[src/rtl/pbit_gibbs_engine_pkg.sv]
// Shared types, constants and helpers for the p-bit Gibbs engine.
package pbit_pkg;

  typedef enum logic [2:0] {
    ST_IDLE,
    ST_LOAD,
    ST_ACCUM,
    ST_SAMPLE,
    ST_DONE
  } pbit_state_e;

  localparam int ACT_MAX = 15;
  localparam int ACT_MIN = 0;

  // Galois taps for x^16+x^14+x^13+x^11+1, right-shifting form.
  localparam logic [15:0] LFSR_POLY         = 16'hB400;
  localparam logic [15:0] LFSR_DEFAULT_SEED = 16'hACE1;

  function automatic logic [15:0] lfsr_step(input logic [15:0] q);
    return q[0] ? ((q >> 1) ^ LFSR_POLY) : (q >> 1);
  endfunction

  // Random nibble drawn from the freshly advanced LFSR state.
  function automatic logic [3:0] lfsr_rnd(input logic [15:0] q);
    logic [15:0] nq;
    nq = lfsr_step(q);
    return nq[3:0];
  endfunction

  // Shift the accumulator by the neutral offset and clip into 0..15.
  function automatic logic [3:0] sat_act(input int acc, input int offset);
    int a;
    a = acc + offset;
    if (a < ACT_MIN) return 4'(ACT_MIN);
    if (a > ACT_MAX) return 4'(ACT_MAX);
    return 4'(a);
  endfunction

endpackage

[src/rtl/pbit_gibbs_engine_lfsr16.sv]
// 16-bit Galois LFSR; a zero seed falls back to the default seed.
module pbit_lfsr16
  import pbit_pkg::*;
(
  input  logic        clk,
  input  logic        rst_n,
  input  logic        en,
  input  logic [15:0] seed,
  output logic [15:0] q
);

  logic [15:0] seed_eff;

  assign seed_eff = (seed == 16'h0) ? LFSR_DEFAULT_SEED : seed;

  // Advance only when enabled so the random stream is tied to sample events.
  always_ff @(posedge clk or negedge rst_n) begin
    if (!rst_n)  q <= seed_eff;
    else if (en) q <= lfsr_step(q);
  end

endmodule

[src/rtl/pbit_gibbs_engine.sv]
// Sequential p-bit network: programmable J/h, serial Gibbs sweeps, LFSR sampling.
module pbit_gibbs_engine
  import pbit_pkg::*;
#(
  parameter int          N_PBITS   = 5,
  parameter int          W_WEIGHT  = 4,
  parameter int          OFFSET    = 8,
  parameter logic [15:0] LFSR_SEED = 16'hACE1,
  localparam int         ADDR_W    = $clog2(N_PBITS*N_PBITS + N_PBITS)
) (
  input  logic                clk,
  input  logic                rst_n,
  input  logic                cfg_we,
  input  logic [ADDR_W-1:0]   cfg_addr,
  input  logic [W_WEIGHT-1:0] cfg_data,
  input  logic [N_PBITS-1:0]  clamp_mask,
  input  logic [N_PBITS-1:0]  clamp_val,
  input  logic                start,
  input  logic [15:0]         n_sweeps,
  output logic                busy,
  output logic                done,
  output logic [N_PBITS-1:0]  spins,
  output logic [15:0]         sweep_count
);

  localparam int IDX_W = $clog2(N_PBITS);
  // Headroom for h plus N-1 couplings of full magnitude, plus sign.
  localparam int ACC_W = W_WEIGHT + $clog2(N_PBITS+1) + 1;
  localparam logic [IDX_W-1:0] LAST_IDX = IDX_W'(N_PBITS-1);

  pbit_state_e state_q, state_nx;

  logic [N_PBITS-1:0][N_PBITS-1:0][W_WEIGHT-1:0] j_mem;
  logic [N_PBITS-1:0][W_WEIGHT-1:0]              h_mem;

  logic [IDX_W-1:0]        i_q, j_q;
  logic signed [ACC_W-1:0] acc_q;
  logic [15:0]             sweep_q, nsw_q, sweep_inc;
  logic [N_PBITS-1:0]      spins_q, spins_nx, spins_clamped;
  logic                    last_bit, lfsr_en, new_spin;
  logic [15:0]             lfsr_q;
  logic [3:0]              act, rnd;
  logic signed [W_WEIGHT-1:0] j_sel, h_sel;

  assign spins       = spins_q;
  assign sweep_count = sweep_q;
  assign last_bit    = (i_q == LAST_IDX);
  assign sweep_inc   = sweep_q + 16'd1;
  assign j_sel       = j_mem[i_q][j_q];
  assign h_sel       = h_mem[i_q];
  assign spins_clamped = (spins_q & ~clamp_mask) | (clamp_val & clamp_mask);

  pbit_lfsr16 u_lfsr (
    .clk   (clk),
    .rst_n (rst_n),
    .en    (lfsr_en),
    .seed  (LFSR_SEED),
    .q     (lfsr_q)
  );

  // FSM state register.
  always_ff @(posedge clk or negedge rst_n) begin
    if (!rst_n) state_q <= ST_IDLE;
    else        state_q <= state_nx;
  end

  // FSM next-state: one LOAD, N ACCUM and one SAMPLE cycle per bit.
  always_comb begin
    state_nx = state_q;
    unique case (state_q)
      ST_IDLE:   if (start) state_nx = (n_sweeps == 16'd0) ? ST_DONE : ST_LOAD;
      ST_LOAD:   state_nx = ST_ACCUM;
      ST_ACCUM:  if (j_q == LAST_IDX) state_nx = ST_SAMPLE;
      ST_SAMPLE: state_nx = (last_bit && sweep_inc == nsw_q) ? ST_DONE : ST_LOAD;
      ST_DONE:   state_nx = ST_IDLE;
      default:   state_nx = ST_IDLE;
    endcase
  end

  // FSM outputs: busy covers the compute states only, done is the DONE cycle.
  always_comb begin
    busy    = (state_q == ST_LOAD) || (state_q == ST_ACCUM) || (state_q == ST_SAMPLE);
    done    = (state_q == ST_DONE);
    lfsr_en = (state_q == ST_SAMPLE);
  end

  // Config storage; writes land only while no run is in progress.
  always_ff @(posedge clk or negedge rst_n) begin
    if (!rst_n) begin
      j_mem <= '0;
      h_mem <= '0;
    end else if (cfg_we && !busy) begin
      for (int r = 0; r < N_PBITS; r++) begin
        for (int c = 0; c < N_PBITS; c++)
          if (int'(cfg_addr) == r*N_PBITS + c) j_mem[r][c] <= cfg_data;
        if (int'(cfg_addr) == N_PBITS*N_PBITS + r) h_mem[r] <= cfg_data;
      end
    end
  end

  // Activation, draw and next spin vector; clamps are re-applied on every sample.
  always_comb begin
    act = sat_act(int'(acc_q), OFFSET);
    rnd = lfsr_rnd(lfsr_q);
    if (act == 4'(ACT_MIN))      new_spin = 1'b0;
    else if (act == 4'(ACT_MAX)) new_spin = 1'b1;
    else                         new_spin = (rnd < act);
    spins_nx = spins_q;
    if (!clamp_mask[i_q]) spins_nx[i_q] = new_spin;
    spins_nx = (spins_nx & ~clamp_mask) | (clamp_val & clamp_mask);
  end

  // Datapath: bit/column counters, accumulator, spins and sweep bookkeeping.
  always_ff @(posedge clk or negedge rst_n) begin
    if (!rst_n) begin
      i_q     <= '0;
      j_q     <= '0;
      acc_q   <= '0;
      sweep_q <= '0;
      nsw_q   <= '0;
      spins_q <= '0;
    end else begin
      unique case (state_q)
        ST_IDLE: if (start) begin
          nsw_q   <= n_sweeps;
          sweep_q <= '0;
          i_q     <= '0;
          spins_q <= spins_clamped;
        end
        ST_LOAD: begin
          acc_q <= ACC_W'(h_sel);
          j_q   <= '0;
        end
        ST_ACCUM: begin
          if (spins_q[j_q] && (j_q != i_q)) acc_q <= acc_q + ACC_W'(j_sel);
          j_q <= j_q + 1'b1;
        end
        ST_SAMPLE: begin
          spins_q <= spins_nx;
          if (last_bit) begin
            i_q     <= '0;
            sweep_q <= sweep_inc;
          end else begin
            i_q <= i_q + 1'b1;
          end
        end
        default: ;
      endcase
    end
  end

endmodule

[config.mk]
export PLATFORM = sky130hd
export DESIGN_NAME = pbit_gibbs_engine
export DESIGN_NICKNAME = d
export VERILOG_FILES = /design/src/rtl/pbit_gibbs_engine_pkg.sv /design/src/rtl/pbit_gibbs_engine_lfsr16.sv /design/src/rtl/pbit_gibbs_engine.sv
export SDC_FILE = /design/constraint.sdc
export NUM_CORES = 1
export LEC_CHECK = 0
export CORE_ASPECT_RATIO = 0.9
export CORE_MARGIN = 4
export CORE_UTILIZATION = 35
export CTS_BUF_LIST = sky130_fd_sc_hd__clkbuf_4
export DETAILED_ROUTE_END_ITERATION = 16
export SLEW_MARGIN = 20
export SYNTH_ARGS = -nofsm -noshare
export SYNTH_HDL_FRONTEND = slang
export SYNTH_SLANG_ARGS = --single-unit
export TNS_END_PERCENT = 20
[constraint.sdc]
create_clock -name clk -period 3.9 [get_ports clk]
set_input_delay 0.78 -clock clk [delete_from_list [all_inputs] [get_ports clk]]
set_output_delay 0.78 -clock clk [all_outputs]
set_load 0.01 [all_outputs]
==> summary.md <==
| Metric | Value |
|---|---|
| Outcome | finished, final reports clean |
| Worst setup margin | 0.3115 ns |
| Hold crit path type | input pin to asynchronous set/reset pin |
| TritonCTS Buffers | 17 |
| Largest net degree at the start of global routing | 106 |
| Power per cell area | 619.6 nW/um2 |
| Number of synthesized flops with an enable pin | 0 |
| Avg Cell Area, Syn | 10.86 um2 |
| Critical Path End Type | register |
| Io pins | 62 |
| WP data required | 4.40 ns |
| Initial antenna violation count | 1 |
| # rows | 58 |
| CP max FO | 10 |
| CP Cell Sequence | buf_4, mux4_2, a221o_1, nand2_1, o22ai_1, ha_1, a211oi_1, o21ai_0, a21oi_1, and3b_1, o2111ai_1, or3b_1 |
| Yosys top cell area share | 45.63% |
| Leakage power | 4.939 nW |
| Slew @ Worst Pin | 0.8855 ns |
| TritonCTS clock tree | yes |
| Port Buffers | 61 |
| RSZ-0062 raised after global routing | no |
| Initial Utilization | 35.63% |
| Synth Register Bits | 190 |
| Async set or reset register ratio after synthesis | 100.0% |
| Via density | 5.397 |
| Vias in the first global route | 7214 |
| Fin nets | 1031 |
| Largest family of logic cells by synthesized area | multiplexers |
| Sequential area share after synthesis | 47.74% |
| Final setup fails | 0 |
| Clk_lat worst skew | 0.60 ns |
| Die height | 168.2 um |
| Routed vias | 7281 |
| Die X | 186.0 um |
| Layout overhead on the synthesized area | 13.61% |
| Post-Synth Simple-Gate Area | 11.86% |
| Setup Skew | 0.02433 ns |
| Comb power frac | 42.3% |
| Worst setup path category | register to register |
| Max-cap violations | 0 |
| Switching part of the total | 40.02% |
| Worst Reg-to-Reg Cells | 12 |
| Flop pwr share | 42.0% |
| FILL cells | 2719 |
| Clock power share | 15.7% |
| Share of layout cells above drive strength 1 | 23.51% |
| Fmax | 278.7 MHz |
| Peak supply drop | 239.3 uV |
| Final total power | 7.025 mW |
| Placer congestion estimate | 0.8998 |
| Relative slew slack | 40.97% |
| Mux contribution to synthesized area | 20.65% |
| Sequential cell area | 4768 um2 |
| Worst Setup Start Kind | register |
| Sink Count | 190 |
| Hold_ws | 0.2447 ns |
| Final WL | 25.62 mm |
| Drt pass-1 iters | 7 |
| Non-Filler Instances | 1349 |
| Period utilisation layout | 92.01% |
| Worst reg2reg path endpoint | acc_q[7] |
| Clock buffer depth | 2 |
| Crit path arrival time | 4.08 ns |
| Highest cell delay on the worst timing path | 0.56 ns |
| Gr ovfl total | 0 |
| Total net switching power | 2.812 mW |
| Fin crit period | 3.588 ns |
| Post-synth cell types | 72 |
| Final HPWL DP | 18.32 mm |
| Htree depth | 4 |
| Hold Vio Cnt, Final | 0 |
| Global-route wire length before repair | 41.05 mm |
| DRC | 0 |
| Xor/xnor share of the synthesized area | 2.720% |
| Synth top area cells | dfrtp_1 46%, mux2_2 15%, nand2_1 3.7%, mux2i_1 3.6%, o21ai_0 2.8% |
| Mapped Cells | 919 |
| CTS clk-pin slew, worst paths | 0.18 ns |
| Placed Cells | 1311 |
| Mapped Area | 9981 um2 |
| Fin. max-slew vios | 0 |
| Worst slack, placed | 0.2958 ns |
| Synth area leader | dfrtp_1 |
| Clock root cell | clkbuf_4 |
| Post-Syn Nets | 976 |
| Global-route usage over all layers | 16.56% |
| Critical path's slowest cell | dfrtp_4 |
| Setup TNS Final | 0 ns |
| Ys flop type | dfrtp_1 |
| R2r setup slk | 0.31 ns |
| Multi-input gate area | 4911 um2 |
| Adder-Cell Fraction of Synth Area | 2.332% |
| Int Pwr | 4.214 mW |
| DR WL/cell | 18.99 um |
| CORE AREA | 28010 um2 |
| Die area | 31290 um2 |
| Synth Area in Compound Gates | 11.65% |
| Reg2reg start | i_q[0] |
| Detail Route Antenna Nets | 0 |
| Ys Warns | 0 |
| Initial DRC Count | 507 |
==> worst max path at each step <==
stage,from,endpoint,slack [ns],cells after the start
6_report,i_q[0],acc_q[7],0.31,12
5_1_grt,i_q[2],acc_q[6],0.03,16
4_1_cts,i_q[0],acc_q[6],0.25,15
3_5_place_dp,i_q[0],acc_q[6],0.30,15
3_3_place_gp,i_q[0],acc_q[6],0.34,15
2_1_floorplan,i_q[0],acc_q[7],0.43,16
==> stage by stage <==
stage | cell area (um2) | utilization [%]
CTS | 11310 | 40.37
global route | 11340 | 40.48
floorplan | 9981 | -
finish | 11340 | 40.48
global placement | 11020 | 39.35
detailed placement | 11010 | 39.32
==> worst max-delay path: cells and delay by family (launching register included) <==
kind                     cells  cell delay (ns)
AO/OA/AOI/OAI                6             1.24
adder cells (fa/ha/maj)      1             0.30
buffers and inverters        1             0.19
flip-flops                   1             0.56
multiplexers                 1             0.52
AND/OR/NAND/NOR              3             0.67
==> area by class of cell <==
type / count / area share, %
diodes: 2 / 0.04414
clock buffers: 17 / 1.125
clock inverters: 15 / 1.468
inverters: 15 / 0.4965
multi-input cells: 660 / 43.31
flip-flops and latches: 190 / 42.05
well taps: 360 / 3.972
repair buffers: 90 / 7.536
==> Yosys cell counts, types with 4 or more instances <==
| cell type | instances |
|---|---|
| dfrtp_1 | 182 |
| nor2_1 | 73 |
| mux2_2 | 136 |
| o31ai_1 | 8 |
| inv_1 | 12 |
| nor2b_1 | 5 |
| mux2i_1 | 36 |
| o21ai_1 | 5 |
| nand2_1 | 98 |
| a221o_1 | 4 |
| nand3_1 | 13 |
| o2111ai_1 | 4 |
| mux4_2 | 7 |
| o211ai_1 | 4 |
| a31oi_1 | 6 |
| o21ai_0 | 55 |
| ha_1 | 17 |
| nor4_1 | 6 |
| nand4_1 | 4 |
| nor3_1 | 13 |
| nand3b_1 | 4 |
| clkbuf_1 | 31 |
| buf_4 | 7 |
| o22ai_1 | 9 |
| xnor2_1 | 21 |
| buf_1 | 5 |
| nand2b_1 | 7 |
| o221ai_1 | 10 |
| a21o_1 | 6 |
| and2_1 | 4 |
| and3_1 | 6 |
| dfstp_2 | 8 |
| a21oi_1 | 30 |
| a221oi_1 | 4 |
| buf_2 | 10 |
| o21a_1 | 4 |
| xor2_1 | 10 |
==> power groups by stage <==
stage	combinational [mW]	sequential (mW)	clock, mW
after CTS	2.94	2.95	1.14
after floorplan	2.18	2.81	0
after global placement	2.89	2.99	0
after detailed placement	2.93	3.00	0
after global routing	3.28	3.02	1.21
final	2.97	2.95	1.10
==> cell families (layout without fill, tap and decap cells) <==
kind of cell               after synthesis  count (layout)
buffers and inverters                   69             137
adders and majority gates               18              18
DFF                                    190             190
other                                    0               2
AOI/OAI and AO/OA                      176             176
and+or+nand+nor                        255             255
xor gates and xnor gates                31              31
muxes                                  180             180
==> what timing repair did <==
action,in CTS,in global routing
endpoints found under the setup margin,0,1
hold buffers,0,0
setup buffers,0,4
resized for setup,0,1
==> metal layers <==
metal / routed length [um] / GRT usage [%] / vias up
met3: 1072 / 3.629 / 27
met1: 12640 / 24.53 / 3669
li1: - / - / 3431
met4: 410 / 4.751 / 0
met2: 11490 / 24.38 / 154
met5: 0 / 0 / -
==> flip-flops by register name, summed over array words and instances, names as in the netlist, named ones only <==
name         cells
acc_q            8
i_q              3
u_lfsr.q        16
state_q          3
nsw_q           16
j_mem          100
j_q              3
h_mem           20
sweep_count     16
==> placed cells by master (no fill, tap or decap), types with 9 or more instances in the layout <==
master and instances:
a21oi_1 30, buf_4 26, clkbuf_4 17, clkdlybuf4s50_1 57
dfrtp_1 181, ha_1 17, inv_1 12, mux2_2 136
mux2i_1 36, nand2_1 98, nand3_1 13, nor2_1 73
nor3_1 13, o21ai_0 55, o221ai_1 10, o22ai_1 9
xnor2_1 21, xor2_1 10
No activity file was read; power rests on OpenSTA's default activity.
